[src/rtl/uart_bip_pkg.sv]
// Shared definitions for the UART <-> BIP link: FSM encoding, frame geometry
// and parameter defaults.
package uart_bip_pkg;

    typedef enum logic [1:0] {
        ST_IDLE      = 2'd0,
        ST_RUN       = 2'd1,
        ST_SEND      = 2'd2,
        ST_WAIT_DONE = 2'd3
    } link_state_e;

    localparam int unsigned FRAME_LEN = 8;
    localparam int unsigned IDX_W     = 3;
    localparam int unsigned FRAME_W   = FRAME_LEN * 8;

    localparam logic [7:0]  CMD_START_DEF = 8'h53;
    localparam int unsigned ACC_W_DEF     = 16;
    localparam int unsigned PC_W_DEF      = 11;
    localparam int unsigned CNT_W_DEF     = 32;

endpackage

[src/rtl/link_frame_snapshot.sv]
// Result snapshot register plus the frame byte select.
// Ports:
//   clk, reset       clock, asynchronous active-high reset
//   capture          load {acc, pc, count} into the snapshot this edge
//   acc, pc, count   live BIP values
//   idx_next         byte index that will be current after this edge
//   byte_out         registered frame byte for the current index
module link_frame_snapshot
    import uart_bip_pkg::*;
#(
    parameter int unsigned ACC_W = ACC_W_DEF,
    parameter int unsigned PC_W  = PC_W_DEF,
    parameter int unsigned CNT_W = CNT_W_DEF
) (
    input  logic             clk,
    input  logic             reset,
    input  logic             capture,
    input  logic [ACC_W-1:0] acc,
    input  logic [PC_W-1:0]  pc,
    input  logic [CNT_W-1:0] count,
    input  logic [IDX_W-1:0] idx_next,
    output logic [7:0]       byte_out
);

    logic [FRAME_W-1:0] frame_q;
    logic [FRAME_W-1:0] frame_d;
    logic [FRAME_W-1:0] frame_shift;
    logic [7:0]         byte_q;
    logic [7:0]         byte_d;

    // Byte is selected from next-state values so the registered output
    // always equals frame[idx] of the current snapshot.
    always_comb begin
        frame_d = frame_q;
        if (capture) begin
            frame_d = {16'(acc), 16'(pc), 32'(count)};
        end
        frame_shift = frame_d << {idx_next, 3'b000};
        byte_d      = frame_shift[FRAME_W-1 -: 8];
    end

    always_ff @(posedge clk or posedge reset) begin
        if (reset) begin
            frame_q <= '0;
            byte_q  <= '0;
        end else begin
            frame_q <= frame_d;
            byte_q  <= byte_d;
        end
    end

    assign byte_out = byte_q;

endmodule

[src/rtl/uart_bip_link.sv]
// Processor-side glue between the UART byte interface and the BIP: a start
// command launches a BIP run, the halt result is snapshotted and sent back
// as an 8-byte frame (acc, pc, cycle count; MSB first).
// Ports:
//   clk, reset                  clock, asynchronous active-high reset
//   rx_done, uart_to_bip        received byte strobe and data
//   tx_done                     transmitter finished current byte
//   tx_start, bip_to_uart       transmit strobe and byte (stable until tx_done)
//   bip_halt, bip_acc, bip_pc,
//   bip_clk_count               BIP status inputs
//   bip_enable                  BIP run enable
//   busy                        high whenever not idle
module uart_bip_link
    import uart_bip_pkg::*;
#(
    parameter logic [7:0]  CMD_START = CMD_START_DEF,
    parameter int unsigned ACC_W     = ACC_W_DEF,
    parameter int unsigned PC_W      = PC_W_DEF,
    parameter int unsigned CNT_W     = CNT_W_DEF
) (
    input  logic             clk,
    input  logic             reset,
    input  logic             rx_done,
    input  logic [7:0]       uart_to_bip,
    input  logic             tx_done,
    output logic             tx_start,
    output logic [7:0]       bip_to_uart,
    input  logic             bip_halt,
    input  logic [ACC_W-1:0] bip_acc,
    input  logic [PC_W-1:0]  bip_pc,
    input  logic [CNT_W-1:0] bip_clk_count,
    output logic             bip_enable,
    output logic             busy
);

    link_state_e      state_q, state_d;
    logic [IDX_W-1:0] idx_q, idx_d;
    logic             tx_start_q, tx_start_d;
    logic             bip_enable_q, bip_enable_d;
    logic             busy_q, busy_d;
    logic             capture_c;

    // Next-state, index and registered-output decode
    always_comb begin
        state_d   = state_q;
        idx_d     = idx_q;
        capture_c = 1'b0;

        unique case (state_q)
            ST_IDLE: begin
                if (rx_done && (uart_to_bip == CMD_START)) begin
                    state_d = ST_RUN;
                end
            end
            ST_RUN: begin
                if (bip_halt) begin
                    capture_c = 1'b1;
                    idx_d     = '0;
                    state_d   = ST_SEND;
                end
            end
            ST_SEND: begin
                state_d = ST_WAIT_DONE;
            end
            ST_WAIT_DONE: begin
                if (tx_done) begin
                    if (idx_q == IDX_W'(FRAME_LEN - 1)) begin
                        state_d = ST_IDLE;
                    end else begin
                        idx_d   = idx_q + IDX_W'(1);
                        state_d = ST_SEND;
                    end
                end
            end
            default: begin
                state_d = ST_IDLE;
            end
        endcase

        // Outputs follow the state being entered so they are flop-driven
        tx_start_d   = (state_d == ST_SEND);
        bip_enable_d = (state_d == ST_RUN);
        busy_d       = (state_d != ST_IDLE);
    end

    always_ff @(posedge clk or posedge reset) begin
        if (reset) begin
            state_q      <= ST_IDLE;
            idx_q        <= '0;
            tx_start_q   <= 1'b0;
            bip_enable_q <= 1'b0;
            busy_q       <= 1'b0;
        end else begin
            state_q      <= state_d;
            idx_q        <= idx_d;
            tx_start_q   <= tx_start_d;
            bip_enable_q <= bip_enable_d;
            busy_q       <= busy_d;
        end
    end

    link_frame_snapshot #(
        .ACC_W (ACC_W),
        .PC_W  (PC_W),
        .CNT_W (CNT_W)
    ) u_snapshot (
        .clk      (clk),
        .reset    (reset),
        .capture  (capture_c),
        .acc      (bip_acc),
        .pc       (bip_pc),
        .count    (bip_clk_count),
        .idx_next (idx_d),
        .byte_out (bip_to_uart)
    );

    assign tx_start   = tx_start_q;
    assign bip_enable = bip_enable_q;
    assign busy       = busy_q;

endmodule

[config.mk]
export PLATFORM = sky130hd
export DESIGN_NAME = uart_bip_link
export DESIGN_NICKNAME = d
export VERILOG_FILES = /design/src/rtl/uart_bip_pkg.sv /design/src/rtl/link_frame_snapshot.sv /design/src/rtl/uart_bip_link.sv
export SDC_FILE = /design/constraint.sdc
export NUM_CORES = 1
export LEC_CHECK = 0
export ABC_AREA = 1
export CORE_MARGIN = 4
export CORE_UTILIZATION = 53
export CTS_BUF_LIST = sky130_fd_sc_hd__clkbuf_4 sky130_fd_sc_hd__clkbuf_8
export CTS_CLUSTER_DIAMETER = 50
export DETAILED_ROUTE_END_ITERATION = 8
export PLACE_DENSITY = 0.87
export SYNTH_ARGS = -nofsm -noshare
export SYNTH_HDL_FRONTEND = slang
export SYNTH_SLANG_ARGS = --single-unit
[constraint.sdc]
create_clock -name clk -period 3.3 [get_ports clk]
set_input_delay 0.66 -clock clk [delete_from_list [all_inputs] [get_ports clk]]
set_output_delay 0.66 -clock clk [all_outputs]
set_load 0.01 [all_outputs]
==> flow_metrics.py, run 1 <==
metrics = {
    "die": {
        "start_util_pct": 55.5,
        "core_area_mm2": 0.00694,
        "fp.dieW_um": 93.3,
        "die_y_um": 93.3,
        "rows": 30,
        "io_pins": 83,
        "die_area_mm2": 0.00870,
    },
    "worst_setup_path": {
        "cp.arrival_ps": 2710,
        "critPathCaptureType": "register",
        "path_class": "in -> reg",
        "cp_max_fo": 32,
        "critPathLaunchType": "primary input",
        "cp.required_ps": 3600,
    },
    "route": {
        "finalWirelength_um": 8970,
        "ant_nets": 0,
        "drc": 0,
        "wire_per_inst_um": 13.5,
        "num_vias": 3304,
        "drt_first_pass_iters": 5,
        "drtIter0Drc": 206,
        "drt-vias-per-instance": 4.96,
    },
    "logic_synthesis": {
        "synthArstFlopShare_pct": 100,
        "synth_area_leaders": "dfrtp_1, nand2_1, nand3_1, inv_1, o21ai_0",
        "synth_top_cell_area_share_pct": 51.9,
        "syn_area_mm2": 0.00386,
        "ys_seq_area_share_pct": 51.9,
        "synth_edf_count": 0,
        "yosysWarnings": 0,
        "synth_flop_cell": "dfrtp_1",
        "synth_nets": 563,
        "synth_cells": 490,
        "ys_ff_latch": 80,
        "avgSynthCellArea_um2": 7.87,
        "synth_cell_type_count": 23,
        "synth_top_cell_by_area": "dfrtp_1",
        "synth_most_common_cell": "nand2_1",
        "yosys-top-cells-count": "nand2_1, dfrtp_1, inv_1",
    },
    "sta": {
        "fmax_ghz": 0.415,
        "min_period_over_period_pct": 72.9,
        "setup_tns_ps": 0,
        "fin_skew_ps": 10.3,
        "hold_violations": 0,
        "maxSlewViolCount": 0,
        "rsz0062_at_grt": "false",
        "worst_hold_slack_ps": 472,
        "worst_pin_slew_ps": 778,
        "setup-violations-final": 0,
        "period_needed_ps": 2410,
        "slew_headroom_pct": 48.0,
    },
    "clocking": {
        "clk_pin_slew_ps": 80,
        "cts_sinks": 80,
        "cts_root_buffer": "clkbuf_8",
        "post_cts_resized": 0,
        "cts_tree": "yes",
        "cts-hold-fix-buffers": 0,
        "worstSkewPairLatency_ps": 360,
        "cts_made_buffers": 9,
        "post_cts.repair.setup_buffers": 0,
        "cts_max_path_buffers": 2,
        "htreeDepth": 3,
    },
    "outcome": {
        "status": "completed",
    },
    "grt": {
        "overflow": 0,
        "grt_max_degree": 56,
        "grt_pass1_wl_um": 15000,
        "grt_pass1_vias": 3304,
        "grt_antenna_before_repair": 0,
        "track_usage_pct": 21.6,
    },
    "final_layout": {
        "drive_gt1_share_pct": 6.32,
        "nets": 638,
        "diodes": 0,
        "area_delta_synth_final_pct": 28.9,
        "fillers": 533,
    },
    "flow_run": {
        "maxCapViolCount": 0,
    },
    "pwr": {
        "peakVddDrop_mv": 0.605,
        "leakage_nw": 2.57,
        "power_density_mw_per_mm2": 952,
    },
    "place": {
        "dpl.hpwl_um": 6470,
        "numPortBuffers": 82,
        "gp_congestion": 0.846,
    },
    "hold_path": {
        "hold_path.class": "reg -> reg",
    },
}
worst max-delay path, cell delays in order:
cell and delay, ps:
clkdlybuf4s50_1 550, nand3_4 290, inv_2 520, o22ai_4 200, inv_1 270, nand3_1 130
nand2_1 80
registers in the layout, summed over array words and instances, names as in the netlist:
register             count
bip_enable               1
busy                     1
idx_q                    3
state_q                  2
tx_start                 1
u_snapshot.byte_out      8
u_snapshot.frame_q      64
placed cells by master, fill, tap and decap left out, types with 2 or more instances in the layout:
cell type,count
inv_1,71
clkdlybuf4s50_1,82
nand4_1,5
nand3_1,65
buf_4,2
nor2_4,2
bufinv_16,3
nand3_4,4
clkbuf_8,10
o21ai_0,21
nand2_2,4
nand2_1,188
nand2_4,2
a21oi_1,2
buf_12,2
nor2_1,7
o21ai_1,10
inv_2,2
dfrtp_1,80
logic make-up after synthesis:
| logic type | Yosys count | synth area share, % |
|---|---|---|
| fa+ha+maj | 1 | 0.324 |
| flops | 80 | 51.9 |
| buf+inv | 96 | 10.9 |
| compound gates | 34 | 4.80 |
| simple gates | 279 | 32.0 |
metrics by stage:
stage | utilization, % | setup WS, ps | cells | instance area [um2] | total power [mW]
after floorplan | - | 588 | 490 | 3860 | 3.25
after global routing | 71.6 | 719 | 666 | 4970 | 5.11
final | 71.6 | 893 | 666 | 4970 | 4.73
after detailed placement | 67.9 | 531 | 650 | 4720 | 3.84
after global placement | 67.9 | 602 | 650 | 4720 | 3.75
after CTS | 71.6 | 899 | 666 | 4970 | 4.74
final cells by class:
| cell class | instances | area [um2] | area share (%) |
|---|---|---|---|
| Timing Repair Buffer | 86 | 876 | 17.6 |
| Clock inverter | 6 | 115 | 2.32 |
| Multi-Input combinational cell | 314 | 1440 | 29.0 |
| Sequential cell | 80 | 2000 | 40.3 |
| Clock buffer | 10 | 138 | 2.77 |
| Tap cell | 96 | 120 | 2.42 |
| Inverter | 74 | 280 | 5.64 |
report_power, final:
part           leakage, nW  internal [mW]  switching, mW
logic                 1.50          0.830           1.44
clock network        0.123          0.527          0.361
registers            0.950           1.41          0.162
worst paths after layout:
path	start	endpoint	slack [ps]	depth (start not counted)
setup / recovery	bip_halt	u_snapshot.byte_out[5]	890	7
hold / removal	u_snapshot.frame_q[46]	u_snapshot.frame_q[46]	470	2
setup reg to reg	state_q[1]	u_snapshot.byte_out[5]	1240	7
hold reg to reg	u_snapshot.frame_q[46]	u_snapshot.frame_q[46]	470	2
max in group asynchronous	reset	u_snapshot.frame_q[45]	1810	3
min in group asynchronous	reset	u_snapshot.frame_q[24]	800	2
per-layer routing:
layer,up-vias,share of wire (%),track usage [%]
li1,1656,-,-
met3,15,5.8,3.78
met1,1528,42,28.7
met4,0,1.7,6.96
met2,105,50,36.2
met5,-,0,0
Power figures use the tool's default switching activity.
==> run 2: changes to the inputs <==
==> constraint.sdc (replaced) <==
create_clock -name clk -period 2.23 [get_ports clk]
set_input_delay 0.446 -clock clk [delete_from_list [all_inputs] [get_ports clk]]
set_output_delay 0.446 -clock clk [all_outputs]
set_load 0.01 [all_outputs]
==> run 2 against run 1 <==
Against the previous run: first-iteration DRC count rose by 1.5%; final area rose by 1.6%; sequential power rose by 48%; critical path type is now reg -> reg; critical endpoint is now u_snapshot.byte_out[0]; largest power group unchanged.
==> flow_metrics.py, run 2 (synthesis results as in run 1) <==
metrics = {
    "outcome": {
        "status": "completed",
    },
    "route": {
        "drtIter0Drc": 209,
        "finalWirelength_um": 9430,
        "drt-vias-per-instance": 5.10,
        "drc": 0,
        "drt_first_pass_iters": 5,
        "ant_nets": 0,
        "wire_per_inst_um": 14.0,
        "num_vias": 3432,
    },
    "worst_setup_path": {
        "cp.required_ps": 2490,
        "path_cells": "ha_1 -> nand2_1 -> nand3_1 -> nand2_2 -> nand3_1 -> nand3_1 -> nand2_1 -> nand2_1 -> nand2_1",
        "cp.arrival_ps": 2280,
        "critPathLaunchType": "register",
        "ff2ff_setup_slack_ps": 210,
        "reg2reg_depth": 9,
        "slowest_delay_ps": 450,
        "path_buf_inv": 0,
        "critPathCaptureType": "register",
        "crit_top_cell": "nand2_1",
        "critPathTopFamily": "simple AND/OR/NAND/NOR gates",
        "path_class": "reg -> reg",
        "timing.rr.start": "idx_q[0]",
        "reg2reg_to": "u_snapshot.byte_out[0]",
        "cp_max_fo": 24,
        "worst_path_max_delay_cell": "dfrtp_1",
    },
    "final_layout": {
        "final_cell_count_no_fill": 673,
        "area_delta_synth_final_pct": 30.9,
        "largest_register_ffs": 64,
        "diodes": 0,
        "regMostFlops": "u_snapshot.frame_q",
        "nets": 645,
        "multi_input_area_mm2": 0.00144,
        "layout_commonest_cell": "nand2_1",
        "fillers": 505,
        "final_cell_mix": "nand2_1, clkdlybuf4s50_1, dfrtp_1",
        "seq_area_mm2": 0.00200,
        "drive_gt1_share_pct": 7.45,
        "final_core_util_pct": 72.7,
    },
    "place": {
        "dp_cells": 657,
        "dpl.hpwl_um": 6750,
        "numPortBuffers": 82,
        "gp_congestion": 0.903,
    },
    "grt": {
        "grt_max_degree": 39,
        "overflow": 0,
        "grt_pass1_vias": 3322,
        "grt_antenna_before_repair": 0,
        "track_usage_pct": 22.4,
        "grt_pass1_wl_um": 15200,
    },
    "die": {
        "die_area_mm2": 0.00870,
        "core_area_mm2": 0.00694,
        "start_util_pct": 55.5,
        "rows": 30,
        "fp.dieW_um": 93.3,
        "io_pins": 83,
        "die_y_um": 93.3,
    },
    "sta": {
        "period_needed_ps": 2020,
        "slew_headroom_pct": 57.3,
        "maxSlewViolCount": 0,
        "setup_tns_ps": 0,
        "worst_hold_slack_ps": 468,
        "worst_pin_slew_ps": 638,
        "rsz0062_at_grt": "false",
        "min_period_over_period_pct": 90.5,
        "setup-violations-final": 0,
        "hold_violations": 0,
        "fin_skew_ps": 5.11,
        "fmax_ghz": 0.496,
    },
    "clocking": {
        "worstSkewPairLatency_ps": 360,
        "cts-hold-fix-buffers": 0,
        "htreeDepth": 3,
        "cts_max_path_buffers": 2,
        "clk_pin_slew_ps": 80,
        "post_cts_resized": 0,
        "cts_sinks": 80,
        "cts_tree": "yes",
        "cts_root_buffer": "clkbuf_8",
        "cts_made_buffers": 9,
        "post_cts.repair.setup_buffers": 0,
    },
    "pwr": {
        "peakVddDrop_mv": 0.732,
        "leakage_nw": 2.60,
        "power_density_mw_per_mm2": 1380,
    },
    "hold_path": {
        "hold_end": "u_snapshot.frame_q[45]",
        "hold_path.class": "reg -> reg",
        "holdPathStages": 2,
        "min-delay-start": "u_snapshot.frame_q[45]",
    },
    "flow_run": {
        "maxCapViolCount": 0,
    },
}
==> run 2: changes by cell type in the layout (fill, tap and decap cells not counted), sizes merged <==
cell,before,now
buf,4,11
bufinv,3,1
clkbuf,10,12
clkinv,1,0
clkinvlp,1,4
inv,75,73
==> run 2: stage by stage <==
stage                     setup WS (ps)  cell area, um2  power, mW
after floorplan                     587            3860       4.81
after global placement             87.5            4840       5.64
after detailed placement           37.1            4840       5.79
after CTS                           259            5050       6.96
after global routing               87.8            5050       7.52
final                               212            5050       6.97
==> run 2: how the worst max path moves through the flow <==
| stage | startpoint | slack [ps] | to | depth (start not counted) |
|---|---|---|---|---|
| after floorplan | idx_q[0] | 590 | u_snapshot.byte_out[1] | 10 |
| after global placement | bip_halt | 90 | u_snapshot.byte_out[3] | 12 |
| after detailed placement | bip_halt | 40 | u_snapshot.byte_out[3] | 12 |
| after CTS | idx_q[0] | 260 | u_snapshot.byte_out[0] | 9 |
| after global routing | idx_q[0] | 90 | u_snapshot.byte_out[0] | 10 |
| final | idx_q[0] | 210 | u_snapshot.byte_out[0] | 9 |
==> run 2: tightest hold or removal path: stages (launching register included) <==
cell and delay, ps:
dfrtp_1 330, nand2_1 50, inv_1 60
==> run 2: report_power, final <==
| group | internal [mW] | switching [mW] | total (mW) |
|---|---|---|---|
| sequential | 2.09 | 0.247 | 2.34 |
| clock | 0.590 | 0.530 | 1.12 |
| combinational | 1.32 | 2.19 | 3.51 |
==> run 2: cell type report <==
cell class | instances | share of cell area, %
sequential | 80 | 39.7
clock buffer | 12 | 3.15
inverter | 74 | 5.63
multi-input combinational | 314 | 28.5
timing repair buffer | 93 | 19.6
tap | 96 | 2.38
clock inverter | 4 | 1.04
==> run 2: per-layer routing <==
| metal | part of all wire (%) | vias to the layer above | wire length, um | GRT usage (%) |
|---|---|---|---|---|
| met4 | 1.8 | 0 | 172 | 8.06 |
| met3 | 6.6 | 17 | 626 | 4.34 |
| met1 | 41 | 1608 | 3820 | 27.6 |
| met2 | 51 | 136 | 4810 | 38.9 |
| met5 | 0 | - | 0 | 0 |
| li1 | - | 1671 | - | - |
